<file path="src/rtl/collision_scanner_pkg.sv">
// collision_scanner_pkg: shared widths for the collision scanner and its comparator.
package collision_scanner_pkg;
    localparam int CS_POSITION_WIDTH = 8;
    localparam int CS_OBJ_ADDR_WIDTH = 3;
endpackage

</file>
<file path="src/rtl/collision_scanner_aabb.sv">
// aabb_collision: strict axis-aligned box overlap; touching edges and degenerate boxes never overlap.
module aabb_collision
    import collision_scanner_pkg::*;
#(
    parameter int W = CS_POSITION_WIDTH
) (
    input  logic [W-1:0] i_a_x1,
    input  logic [W-1:0] i_a_y1,
    input  logic [W-1:0] i_a_x2,
    input  logic [W-1:0] i_a_y2,
    input  logic [W-1:0] i_b_x1,
    input  logic [W-1:0] i_b_y1,
    input  logic [W-1:0] i_b_x2,
    input  logic [W-1:0] i_b_y2,
    output logic         o_overlap
);
    logic w_valid_boxes;
    assign w_valid_boxes = (i_a_x1 < i_a_x2) && (i_a_y1 < i_a_y2) && (i_b_x1 < i_b_x2) && (i_b_y1 < i_b_y2);
    assign o_overlap = w_valid_boxes && (i_a_x1 < i_b_x2) && (i_a_x2 > i_b_x1) && (i_a_y1 < i_b_y2) && (i_a_y2 > i_b_y1);
endmodule

</file>
<file path="src/rtl/collision_scanner.sv">
// collision_scanner: walks the object table once per start, testing every pair i<j for overlap
// and publishing a hit stream plus a double-buffered per-object collision mask.
module collision_scanner
    import collision_scanner_pkg::*;
#(
    parameter int NUM_OBJECTS    = 8,
    parameter int POSITION_WIDTH = CS_POSITION_WIDTH,
    parameter int ADDR_WIDTH     = CS_OBJ_ADDR_WIDTH
) (
    input  logic                      clk,
    input  logic                      reset_n,
    input  logic                      start,
    output logic [ADDR_WIDTH-1:0]     obj_addr,
    input  logic                      obj_active,
    input  logic [POSITION_WIDTH-1:0] obj_x1,
    input  logic [POSITION_WIDTH-1:0] obj_y1,
    input  logic [POSITION_WIDTH-1:0] obj_x2,
    input  logic [POSITION_WIDTH-1:0] obj_y2,
    output logic                      busy,
    output logic                      done,
    output logic                      hit_valid,
    output logic [ADDR_WIDTH-1:0]     hit_a,
    output logic [ADDR_WIDTH-1:0]     hit_b,
    output logic [NUM_OBJECTS-1:0]    collision_mask
);
    localparam logic [2:0] IDLE    = 3'd0;
    localparam logic [2:0] FETCH_I = 3'd1;
    localparam logic [2:0] LATCH_I = 3'd2;
    localparam logic [2:0] SCAN    = 3'd3;
    localparam logic [2:0] DONE    = 3'd4;
    localparam logic [ADDR_WIDTH-1:0] LAST   = ADDR_WIDTH'(NUM_OBJECTS - 1);
    localparam logic [ADDR_WIDTH-1:0] LAST_I = ADDR_WIDTH'(NUM_OBJECTS - 2);

    logic [2:0]                r_state;
    logic [ADDR_WIDTH-1:0]     r_i;
    logic [ADDR_WIDTH-1:0]     r_j;
    logic [POSITION_WIDTH-1:0] r_x1;
    logic [POSITION_WIDTH-1:0] r_y1;
    logic [POSITION_WIDTH-1:0] r_x2;
    logic [POSITION_WIDTH-1:0] r_y2;
    logic                      r_act_i;
    logic [NUM_OBJECTS-1:0]    r_work;
    logic [NUM_OBJECTS-1:0]    r_mask;
    logic                      r_hit_valid;
    logic [ADDR_WIDTH-1:0]     r_hit_a;
    logic [ADDR_WIDTH-1:0]     r_hit_b;
    logic                      w_overlap;
    logic                      w_hit;
    logic [NUM_OBJECTS-1:0]    w_work_next;

    aabb_collision #(.W(POSITION_WIDTH)) u_aabb (
        .i_a_x1(r_x1), .i_a_y1(r_y1), .i_a_x2(r_x2), .i_a_y2(r_y2),
        .i_b_x1(obj_x1), .i_b_y1(obj_y1), .i_b_x2(obj_x2), .i_b_y2(obj_y2),
        .o_overlap(w_overlap)
    );

    assign w_hit       = (r_state == SCAN) && w_overlap && r_act_i && obj_active;
    // The final pair's hit lands here so the published mask already contains it.
    assign w_work_next = w_hit ? (r_work | (NUM_OBJECTS'(1) << r_i) | (NUM_OBJECTS'(1) << r_j)) : r_work;

    always_comb begin
        obj_addr = (r_state == FETCH_I) ? r_i :
                   (r_state == LATCH_I) ? r_i + 1'b1 :
                   (r_state == SCAN && r_j != LAST) ? r_j + 1'b1 : '0;
    end

    always_ff @(posedge clk) begin
        if (!reset_n) begin
            r_state     <= IDLE;
            r_i         <= '0;
            r_j         <= '0;
            r_x1        <= '0;
            r_y1        <= '0;
            r_x2        <= '0;
            r_y2        <= '0;
            r_act_i     <= 1'b0;
            r_work      <= '0;
            r_mask      <= '0;
            r_hit_valid <= 1'b0;
            r_hit_a     <= '0;
            r_hit_b     <= '0;
        end else begin
            r_hit_valid <= w_hit;
            if (w_hit) begin
                r_hit_a <= r_i;
                r_hit_b <= r_j;
            end
            case (r_state)
                IDLE: if (start) begin
                    r_work  <= '0;
                    r_i     <= '0;
                    r_state <= (NUM_OBJECTS == 1) ? DONE : FETCH_I;
                    if (NUM_OBJECTS == 1) r_mask <= '0;
                end
                FETCH_I: r_state <= LATCH_I;
                LATCH_I: begin
                    r_x1    <= obj_x1;
                    r_y1    <= obj_y1;
                    r_x2    <= obj_x2;
                    r_y2    <= obj_y2;
                    r_act_i <= obj_active;
                    r_j     <= r_i + 1'b1;
                    r_state <= SCAN;
                end
                SCAN: begin
                    r_work <= w_work_next;
                    if (r_j == LAST) begin
                        if (r_i == LAST_I) begin
                            r_state <= DONE;
                            r_mask  <= w_work_next;
                        end else begin
                            r_i     <= r_i + 1'b1;
                            r_state <= FETCH_I;
                        end
                    end else begin
                        r_j <= r_j + 1'b1;
                    end
                end
                DONE:    r_state <= IDLE;
                default: r_state <= IDLE;
            endcase
        end
    end

    assign busy           = (r_state != IDLE);
    assign done           = (r_state == DONE);
    assign hit_valid      = r_hit_valid;
    assign hit_a          = r_hit_a;
    assign hit_b          = r_hit_b;
    assign collision_mask = r_mask;
endmodule

</file>
<file path="config.mk">
export PLATFORM = sky130hd
export DESIGN_NAME = collision_scanner
export DESIGN_NICKNAME = d
export VERILOG_FILES = /design/src/rtl/collision_scanner_pkg.sv /design/src/rtl/collision_scanner_aabb.sv /design/src/rtl/collision_scanner.sv
export SDC_FILE = /design/constraint.sdc
export NUM_CORES = 1
export LEC_CHECK = 0
export ABC_AREA = 1
export BUFFER_PORTS_ARGS = -buffer_cell sky130_fd_sc_hd__buf_2
export CAP_MARGIN = 20
export CORE_MARGIN = 2
export CORE_UTILIZATION = 53
export CTS_CLUSTER_SIZE = 30
export DETAILED_ROUTE_END_ITERATION = 12
export PLACE_DENSITY = 0.77
export RECOVER_POWER = 100
export SYNTH_ARGS = -nofsm -noshare
export SYNTH_HDL_FRONTEND = slang
export SYNTH_HIERARCHICAL = 1
export SYNTH_SLANG_ARGS = --single-unit
</file>
<file path="constraint.sdc">
create_clock -name clk -period 2.33 [get_ports clk]
set_input_delay 0.1165 -clock clk [delete_from_list [all_inputs] [get_ports clk]]
set_output_delay 0.1165 -clock clk [all_outputs]
set_load 0.02 [all_outputs]
</file>
==> results.cfg, run 1 <==
[sta]
clock_skew_ns = 0.00968
relSlewSlack = 0.584
rsz0062_at_grt = yes
finalSetupTns_ns = 0
fin_crit_ns = 2.24
worstMarginPinSlew_ns = 0.623
setup-violations-final = 0
hold_viol_final = 0
holdWs_ns = 0.0356
fmax_mhz = 446
period_share = 0.963
maxSlewViolCount = 0

[floorplanning]
rows = 32
coreArea_sq_um = 7810
die-area_sq_um = 8880
start_util = 0.553
die_y_um = 94.3
die_w_um = 94.3
io_pins = 56

[drt]
dr.first_iter.drc_count = 174
num_vias = 4151
firstDrtPassIters = 5
drtAntennaViolNets = 0
routedWlPerCell_um = 13.2
wl_mm = 10.6
route.detailed.drc = 0
routed_via_density = 5.17

[layout]
insertedDiodeCount = 0
stdcell_area_sq_um = 5290
area_growth_pct = 22.5
fin_nets = 802
stdcell_count = 803
fill_cells = 648
drive_gt1_frac = 0.195
multi_input_area_sq_um = 2880
layout.area.seq_sq_um = 1330

[synthesis]
syn_avg_cell_area_sq_um = 6.81
syn_area_sq_um = 4320
ys_ff_latch = 65
yosysSeqAreaShare = 0.301
synthCells = 634
synthDistinctLibCells = 29
syn-num-nets = 740
ys_warn_count = 6

[clock_network]
clock-sinks = 65
htreeDepth = 3
cts_tree = built
numCtsBuffers = 9
cts_root_buf = clkbuf_8
clock_path_buffers = 2
path_clk_slew_ns = 0.08
clkLatencyLatePin_ns = 0.35

[placed_design]
dp_cells = 780
dp_hpwl_mm = 7.17
placed_area_sq_um = 4670
place_congestion = 0.878
port_buffers = 55

[global_routing]
antenna_found_initial = 0
grt_usage = 0.238
overflow = 0
grt_pass1_wl_mm = 16.7
grt_max_degree = 34
grt_pass1_vias = 3807

[worst_hold_path]
hold_end = r_x2[7]
min_path_cells = 3
hp-class = in2reg
hp-start = obj_x2[7]

[setup_path]
start_kind = flop
crit_arrival_ns = 2.52
crit_required_ns = 2.61
critPathMaxStageDelay_ns = 0.37
cp_top_family = simple AND/OR/NAND/NOR gates
critPathMaxFanout = 7
setup.worst_path.class = reg2reg
rr_endpoint = r_work[3]
path_buf_inv = 3
crit_slowest_cell = dfxtp_4
crit_chain = ha_4 > nand2_2 > buf_4 > o21a_1 > nand2_1 > nand2_2 > nor2_1 > nand3_1 > nor2_1 > inv_1 > nor2_4 > nand2_4 > o21bai_1 > inv_1 > nor3_1
critPathCaptureType = flop
r2r_start = r_x2[7]
ff2ff_path_depth = 15
reg2reg_slack_ns = 0.09

[run_status]
run_status = complete, no violations

[pwr]
vdd_drop_max_mv = 0.487
leakage_nw = 2.56
power_density_nw_per_um2 = 659
power_mw = 3.49

[job]
maxCapViolCount = 0
==> per-stage QoR <==
step	util	setup slack (ns)
after floorplan	-	0.166
after global placement	0.599	0.101
after detailed placement	0.599	-0.00832
after CTS	0.629	0.0699
after global routing	0.677	-0.114
final	0.677	0.0869
==> how the worst max path moves through the flow <==
stage / startpoint / slack [ns] / cells after the start / end
3_3_place_gp: r_x2[7] / 0.10 / 17 / r_work[1]
6_report: r_x2[7] / 0.09 / 15 / r_work[3]
2_1_floorplan: r_x2[7] / 0.17 / 18 / collision_mask[7]
3_5_place_dp: r_x2[7] / -0.008 / 15 / r_work[3]
4_1_cts: r_x2[7] / 0.07 / 15 / r_work[1]
5_1_grt: r_x2[6] / -0.11 / 17 / r_work[3]
==> final cells by class <==
class / instances / area share
clock buffer: 10 / 0.0260
sequential: 65 / 0.252
timing repair buffer: 66 / 0.0665
multi-input combinational: 456 / 0.544
clock inverter: 6 / 0.0170
tap: 102 / 0.0241
inverter: 98 / 0.0700
==> logic make-up (layout without fill, tap and decap cells) <==
logic type	after synthesis	after routing	share of synthesized area
simple gates	287	288	0.268
flops	65	65	0.301
buf+inv	114	180	0.105
compound gates	98	98	0.123
fa+ha+maj	70	70	0.203
==> sequential cells by signal, indices dropped and copies added (netlist names) <==
name            cells
collision_mask      8
hit_a               3
hit_b               3
hit_valid           1
r_act_i             1
r_i                 3
r_j                 3
r_state             3
r_work              8
r_x1                8
r_x2                8
r_y1                8
r_y2                8
==> power breakdown <==
group	total (mW)	internal [mW]	switching, mW	leakage [nW]
Sequential	1.33	1.22	0.115	0.537
Combinational	1.04	0.423	0.620	1.91
Clock	1.11	0.635	0.476	0.113
==> routing by layer <==
layer  vias up  part of all wire  track usage
li1       2116                 -            -
met1      1911              0.43        0.292
met2       109              0.50        0.417
met3        15             0.050       0.0385
met4         0             0.014       0.0882
met5         -                 0            0
==> synth_stat cells, drive strengths merged <==
master,count,share of area
ha,70,0.20
o21bai,9,0.018
or2,1,0.0014
o21a,1,0.0017
a31oi,2,0.0029
nor3,3,0.0046
nor2,129,0.12
nand2,135,0.12
clkinv,1,0.00087
inv,97,0.084
and2,1,0.0014
a21o,1,0.0017
nand4,1,0.0014
clkbuf,8,0.0070
buf,8,0.013
a21oi,35,0.041
o21ai,50,0.058
nand3,17,0.020
dfxtp,65,0.30
==> worst register-to-register path, stage by stage (launching register included) <==
cell	delay [ns]
dfxtp_4	0.37
ha_4	0.26
nand2_2	0.06
buf_4	0.13
o21a_1	0.17
nand2_1	0.07
nand2_2	0.04
nor2_1	0.10
nand3_1	0.09
nor2_1	0.11
inv_1	0.07
nor2_4	0.17
nand2_4	0.12
o21bai_1	0.16
inv_1	0.07
nor3_1	0.16
==> what timing repair did <==
action	in CTS	in global routing
resized for setup	2	59
hold buffers	0	0
gates cloned	0	1
setup endpoints to repair	10	23
buffers inserted	0	6
pin swaps	0	28
==> placed cells by master (no fill, tap or decap), drive strengths merged <==
cell      netlist  routed
bufinv          0       2
clkinvlp        0       1
clkinv          1       3
and2            1       1
or2             1       1
a31oi           2       2
nand3          17      17
o21bai          9       9
o21a            1       1
inv            97      98
a21oi          35      35
o21ai          50      50
nand4           1       1
nor3            3       3
ha             70      70
nor2          129     129
buf             8      51
dfxtp          65      65
clkbuf          8      25
a21o            1       1
nand2         135     136
No activity file was read; power rests on OpenSTA's default activity.
==> inputs of run 2 (changes only) <==
Settings changed: BUFFER_PORTS_ARGS -buffer_cell sky130_fd_sc_hd__buf_2 to -buffer_cell sky130_fd_sc_hd__buf_4, CORE_ASPECT_RATIO from default to 0.9, CORE_UTILIZATION 53 to 63, PLACE_DENSITY 0.77 to 0.86.
Clock period 2.33 ns to 2.7 ns, I/O delays scaled along.
==> run 2 against run 1 <==
- non-clock buffer count shrank 9
- hold slack improved by 0.0031 ns
- fmax fell by 7.2%
- clock power down 22%
- largest cell class unchanged
- count of clock-buffer cells in the layout did not move
==> results.cfg, run 2 (synthesis results as in run 1) <==
[run_status]
run_status = complete, no violations

[layout]
layout_common_cells = nand2_1 (131), nor2_1 (124), inv_1 (96)
stdcell_area_sq_um = 4900
fin_nets = 792
final_common_cell = nand2_1
drive_gt1_frac = 0.0984
fill_cells = 551
area_growth_pct = 13.5
insertedDiodeCount = 0

[setup_path]
cp_top_family = simple AND/OR/NAND/NOR gates
crit_required_ns = 2.97
rr_endpoint = hit_a[2]
critPathMaxStageDelay_ns = 0.37
crit_arrival_ns = 2.68
r2r_start = r_x2[7]
path_buf_inv = 4
worst-path-stages = 16
reg2reg_slack_ns = 0.28
ff2ff_path_depth = 16
crit_slowest_cell = dfxtp_1
critPathMaxFanout = 5
start_kind = flop
crit_chain = inv_1 > ha_1 > nand2_1 > inv_1 > nand2_1 > nand2_1 > nor2_1 > nand3_1 > nor2_1 > nand3_1 > nor2_1 > inv_1 > nor2_2 > clkbuf_1 > nand3_1 > a21oi_1
setup.worst_path.class = reg2reg
critPathCaptureType = flop

[placed_design]
port_buffers = 55
placed_area_sq_um = 4770
place_congestion = 0.905
dp_hpwl_mm = 7.43

[clock_network]
path_clk_slew_ns = 0.08
cts_root_buf = clkbuf_8
postCtsSetupRepairBufs = 0
numCtsBuffers = 9
clock-sinks = 65
htreeDepth = 3
clock_path_buffers = 2
cts_tree = built
clkLatencyLatePin_ns = 0.35

[drt]
routed_via_density = 5.21
routedWlPerCell_um = 13.2
dr.first_iter.drc_count = 198
wl_mm = 10.3
drtAntennaViolNets = 0
route.detailed.drc = 0
firstDrtPassIters = 5
num_vias = 4066

[sta]
fmax_mhz = 414
period_share = 0.895
relSlewSlack = 0.260
finalSetupTns_ns = 0
clock_skew_ns = 0.00618
setup-violations-final = 0
fin_crit_ns = 2.42
rsz0062_at_grt = no
hold_viol_final = 0
worstMarginPinSlew_ns = 1.11
maxSlewViolCount = 0

[worst_hold_path]
hold_end = r_x2[6]
hp-class = in2reg
min_path_cells = 3
hp-start = obj_x2[6]

[floorplanning]
die_y_um = 82.5
start_util = 0.652
die-area_sq_um = 7530
die_w_um = 91.3
rows = 28
coreArea_sq_um = 6620
io_pins = 56

[global_routing]
grt_pass1_wl_mm = 17.2
antenna_found_initial = 0
overflow = 0
grt_max_degree = 53
grt_pass1_vias = 3922
grt_usage = 0.288

[job]
maxCapViolCount = 0

[pwr]
vdd_drop_max_mv = 0.441
power_density_nw_per_um2 = 575
leakage_nw = 2.50
==> run 2: how the worst max path moves through the flow <==
stage               startpoint           endpoint  slack [ns]
floorplan              r_x2[7]  collision_mask[7]        0.54
global placement       r_y2[7]          r_work[0]        0.48
detailed placement     r_x2[7]          r_work[1]        0.34
CTS                    r_x2[7]          r_work[1]        0.25
global route           r_x2[7]          r_work[1]        0.05
finish                 r_x2[7]           hit_a[2]        0.28
==> run 2: per-stage QoR <==
stage          instances  hold slack (ns)   util  total power, mW  setup WS, ns
2_1_floorplan        634            0.277      -             1.72         0.536
3_3_place_gp         765            0.395  0.721             1.91         0.480
3_5_place_dp         765            0.403  0.721             1.96         0.336
4_1_cts              781           0.0341  0.752             2.83         0.248
5_1_grt              781           0.0432  0.740             3.01        0.0473
6_report             781           0.0388  0.740             2.82         0.284
==> run 2: layout make-up <==
type,instances,area (sq um),share of cell area
clock buffer,10,138,0.0281
inverter,98,368,0.0750
sequential,65,1300,0.265
timing repair buffer,57,353,0.0720
multi-input combinational,455,2560,0.523
tap,90,113,0.0230
clock inverter,6,66.3,0.0135
==> run 2: power by group <==
| part | leakage, nW | switching [mW] | total, mW | internal [mW] |
|---|---|---|---|---|
| clock | 0.0949 | 0.413 | 0.866 | 0.453 |
| sequential | 0.529 | 0.0863 | 1.13 | 1.04 |
| combinational | 1.88 | 0.508 | 0.825 | 0.317 |
==> run 2: layer usage <==
metal / share of wire / GRT usage / vias to the layer above / wire length, um
met5: 0 / 0 / - / 0
met1: 0.48 / 0.363 / 1846 / 4930
met4: 0.014 / 0.105 / 0 / 139
met3: 0.050 / 0.0626 / 15 / 511
met2: 0.46 / 0.494 / 107 / 4700
li1: - / - / 2098 / -
==> run 2: tightest hold or removal path: cells and delay by family <==
kind / cells / cell delay, ns
AO/OA/AOI/OAI: 1 / 0.07
buffers and inverters: 1 / 0.08
AND/OR/NAND/NOR: 1 / 0.07
==> run 2: what timing repair did <==
item | CTS | global route
gates resized for setup | 0 | 2
endpoints found under the setup margin | 0 | 9
hold endpoints to repair | 0 | 0
hold buffers | 0 | 0
==> inputs of run 3 (changes only) <==
Settings changed: ABC_AREA 1 to 0.
==> run 3 against run 2 <==
- the run now ends with negative setup slack left
- fmax shrank 15%
- largest cell class unchanged
- sequential share of layout area shrank 1.0 points
- combinational power shrank 36%
- total power shrank 6.4%
- synthesized cell count shrank 18%
- critical path type unchanged
- hold slack lost 0.012 ns
- setup slack lost 0.41 ns
==> results.cfg, run 3 <==
[layout]
fin_nets = 677
drive_gt1_frac = 0.177
layout_common_cells = nand2_1 (73), ha_1 (66), dfxtp_1 (61)
area_growth_pct = 20.7
insertedDiodeCount = 0
final_common_cell = nand2_1
fill_cells = 474

[floorplanning]
die_y_um = 81.9
rows = 28
io_pins = 56
coreArea_sq_um = 6550
die-area_sq_um = 7420
die_w_um = 90.6
start_util = 0.649

[sta]
relSlewSlack = 0.398
fin_crit_ns = 2.83
setup-violations-final = 19
setup_slack_ns = -0.128
worstMarginPinSlew_ns = 0.901
clock_skew_ns = 0.0147
rsz0062_at_grt = yes
finalSetupTns_ns = -1.12
fmax_mhz = 354
hold_viol_final = 0
maxSlewViolCount = 0
period_share = 1.05
holdWs_ns = 0.0266

[synthesis]
syn_area_sq_um = 4250
ys_warn_count = 6
syn-num-nets = 623
async_flop_share = 0
synth.largest_area_cell = dfxtp_1
synth_enable_flop_cells = 0
synthDistinctLibCells = 53
ys_ff_latch = 65
yosysSeqAreaShare = 0.306
synth.top_cell.area_share = 0.306
syn_avg_cell_area_sq_um = 8.22
yosys-top-cells-area = dfxtp_1 (31%), ha_1 (21%), a21oi_1 (6.6%), nand2_1 (6.4%), inv_1 (5.0%)
yosysMostFrequentCell = nand2_1
netlist_top_cells_count = nand2_1 (73), ha_1 (70), dfxtp_1 (65)
ys.flop_type = dfxtp_1
synthCells = 517

[setup_path]
critPathMaxStageDelay_ns = 0.34
critPathMaxFanout = 7
crit_chain = inv_1 > ha_4 > a211o_1 > a31oi_2 > nor3_2 > a2111oi_4 > o21ai_2 > nor4_4 > and3_4 > o211ai_1 > a221oi_1
setup.worst_path.class = reg2reg
critPathCaptureType = flop
crit_slowest_cell = dfxtp_2
start_kind = flop
crit_arrival_ns = 3.09
crit_required_ns = 2.96

[global_routing]
overflow = 0
antenna_found_initial = 0
grt_pass1_wl_mm = 17.9
grt_max_degree = 34
grt_pass1_vias = 3771
grt_usage = 0.302

[pwr]
vdd_drop_max_mv = 0.295
power_density_nw_per_um2 = 514
leakage_nw = 2.19

[placed_design]
dp_hpwl_mm = 7.78
place_ws_ns = -0.162
port_buffers = 55
place_congestion = 0.913

[drt]
routed_via_density = 6.19
routedWlPerCell_um = 18.1
route.detailed.drc = 0
dr.first_iter.drc_count = 288
num_vias = 4120
wl_mm = 12.1
drtAntennaViolNets = 0
firstDrtPassIters = 5

[clock_network]
cts_root_buf = clkbuf_8
htreeDepth = 3
cts_tree = built
clkLatencyLatePin_ns = 0.36
clock-sinks = 65
holdBufCountCts = 0
path_clk_slew_ns = 0.09
clock_path_buffers = 2
numCtsBuffers = 9

[job]
maxCapViolCount = 0

[run_status]
run_status = complete, but fails checks
violations = negative setup slack

[worst_hold_path]
hp-class = in2reg
==> run 3: final timing paths <==
path / startpoint / to / slack, ns / cells past startpoint
max: r_x2[2] / collision_mask[2] / -0.13 / 11
min: obj_x2[1] / r_x2[1] / 0.03 / 3
max reg2reg: r_x2[2] / collision_mask[2] / -0.13 / 11
min reg2reg: r_y2[0] / r_y2[0] / 0.47 / 2
==> run 3: logic make-up after synthesis <==
group | Yosys count | synth area share
muxes | 1 | 0.00236
DFF | 65 | 0.306
buffers and inverters | 84 | 0.0818
AOI/OAI and AO/OA | 133 | 0.211
and+or+nand+nor | 164 | 0.192
adders and majority gates | 70 | 0.206
==> run 3: layout make-up <==
| type | instances | area (sq um) | share of cell area |
|---|---|---|---|
| Multi-Input combinational cell | 368 | 2780 | 0.542 |
| Sequential cell | 65 | 1310 | 0.255 |
| Timing Repair Buffer | 70 | 467 | 0.0910 |
| Inverter | 57 | 214 | 0.0417 |
| Clock inverter | 7 | 125 | 0.0244 |
| Clock buffer | 9 | 124 | 0.0241 |
| Tap cell | 90 | 113 | 0.0219 |
==> run 3: metrics by stage <==
step	power [mW]	area (sq um)	util	cells
floorplan	1.38	4250	-	517
global placement	1.51	4750	0.724	648
detailed placement	1.54	4750	0.724	648
CTS	2.59	5010	0.765	664
global route	2.74	5130	0.783	666
finish	2.64	5130	0.783	666
==> run 3: layer usage <==
layer	vias up	track usage	routed length, um
met1	1919	0.391	5050
met2	223	0.504	5560
li1	1929	-	-
met3	49	0.0734	1040
met5	-	0	0
met4	0	0.0923	415
==> run 3: what timing repair did <==
item                       CTS  global route
resized for setup            4            40
setup endpoints to repair   18            22
cloned                       0             1
pin swaps                    5            18
buffers inserted             0             1
hold endpoints to repair     0             0
==> run 3: worst max-delay path, delay by kind of cell (launching register included) <==
family / cells / cell delay, ns
AOI/OAI and AO/OA: 6 / 1.40
adders and majority gates: 1 / 0.23
DFF: 1 / 0.34
and+or+nand+nor: 3 / 0.69
buffers and inverters: 1 / 0.06
==> run 3: power by group <==
part	total, mW	switching [mW]	internal, mW
clock	1.06	0.439	0.623
combinational	0.531	0.306	0.225
sequential	1.05	0.0507	0.995
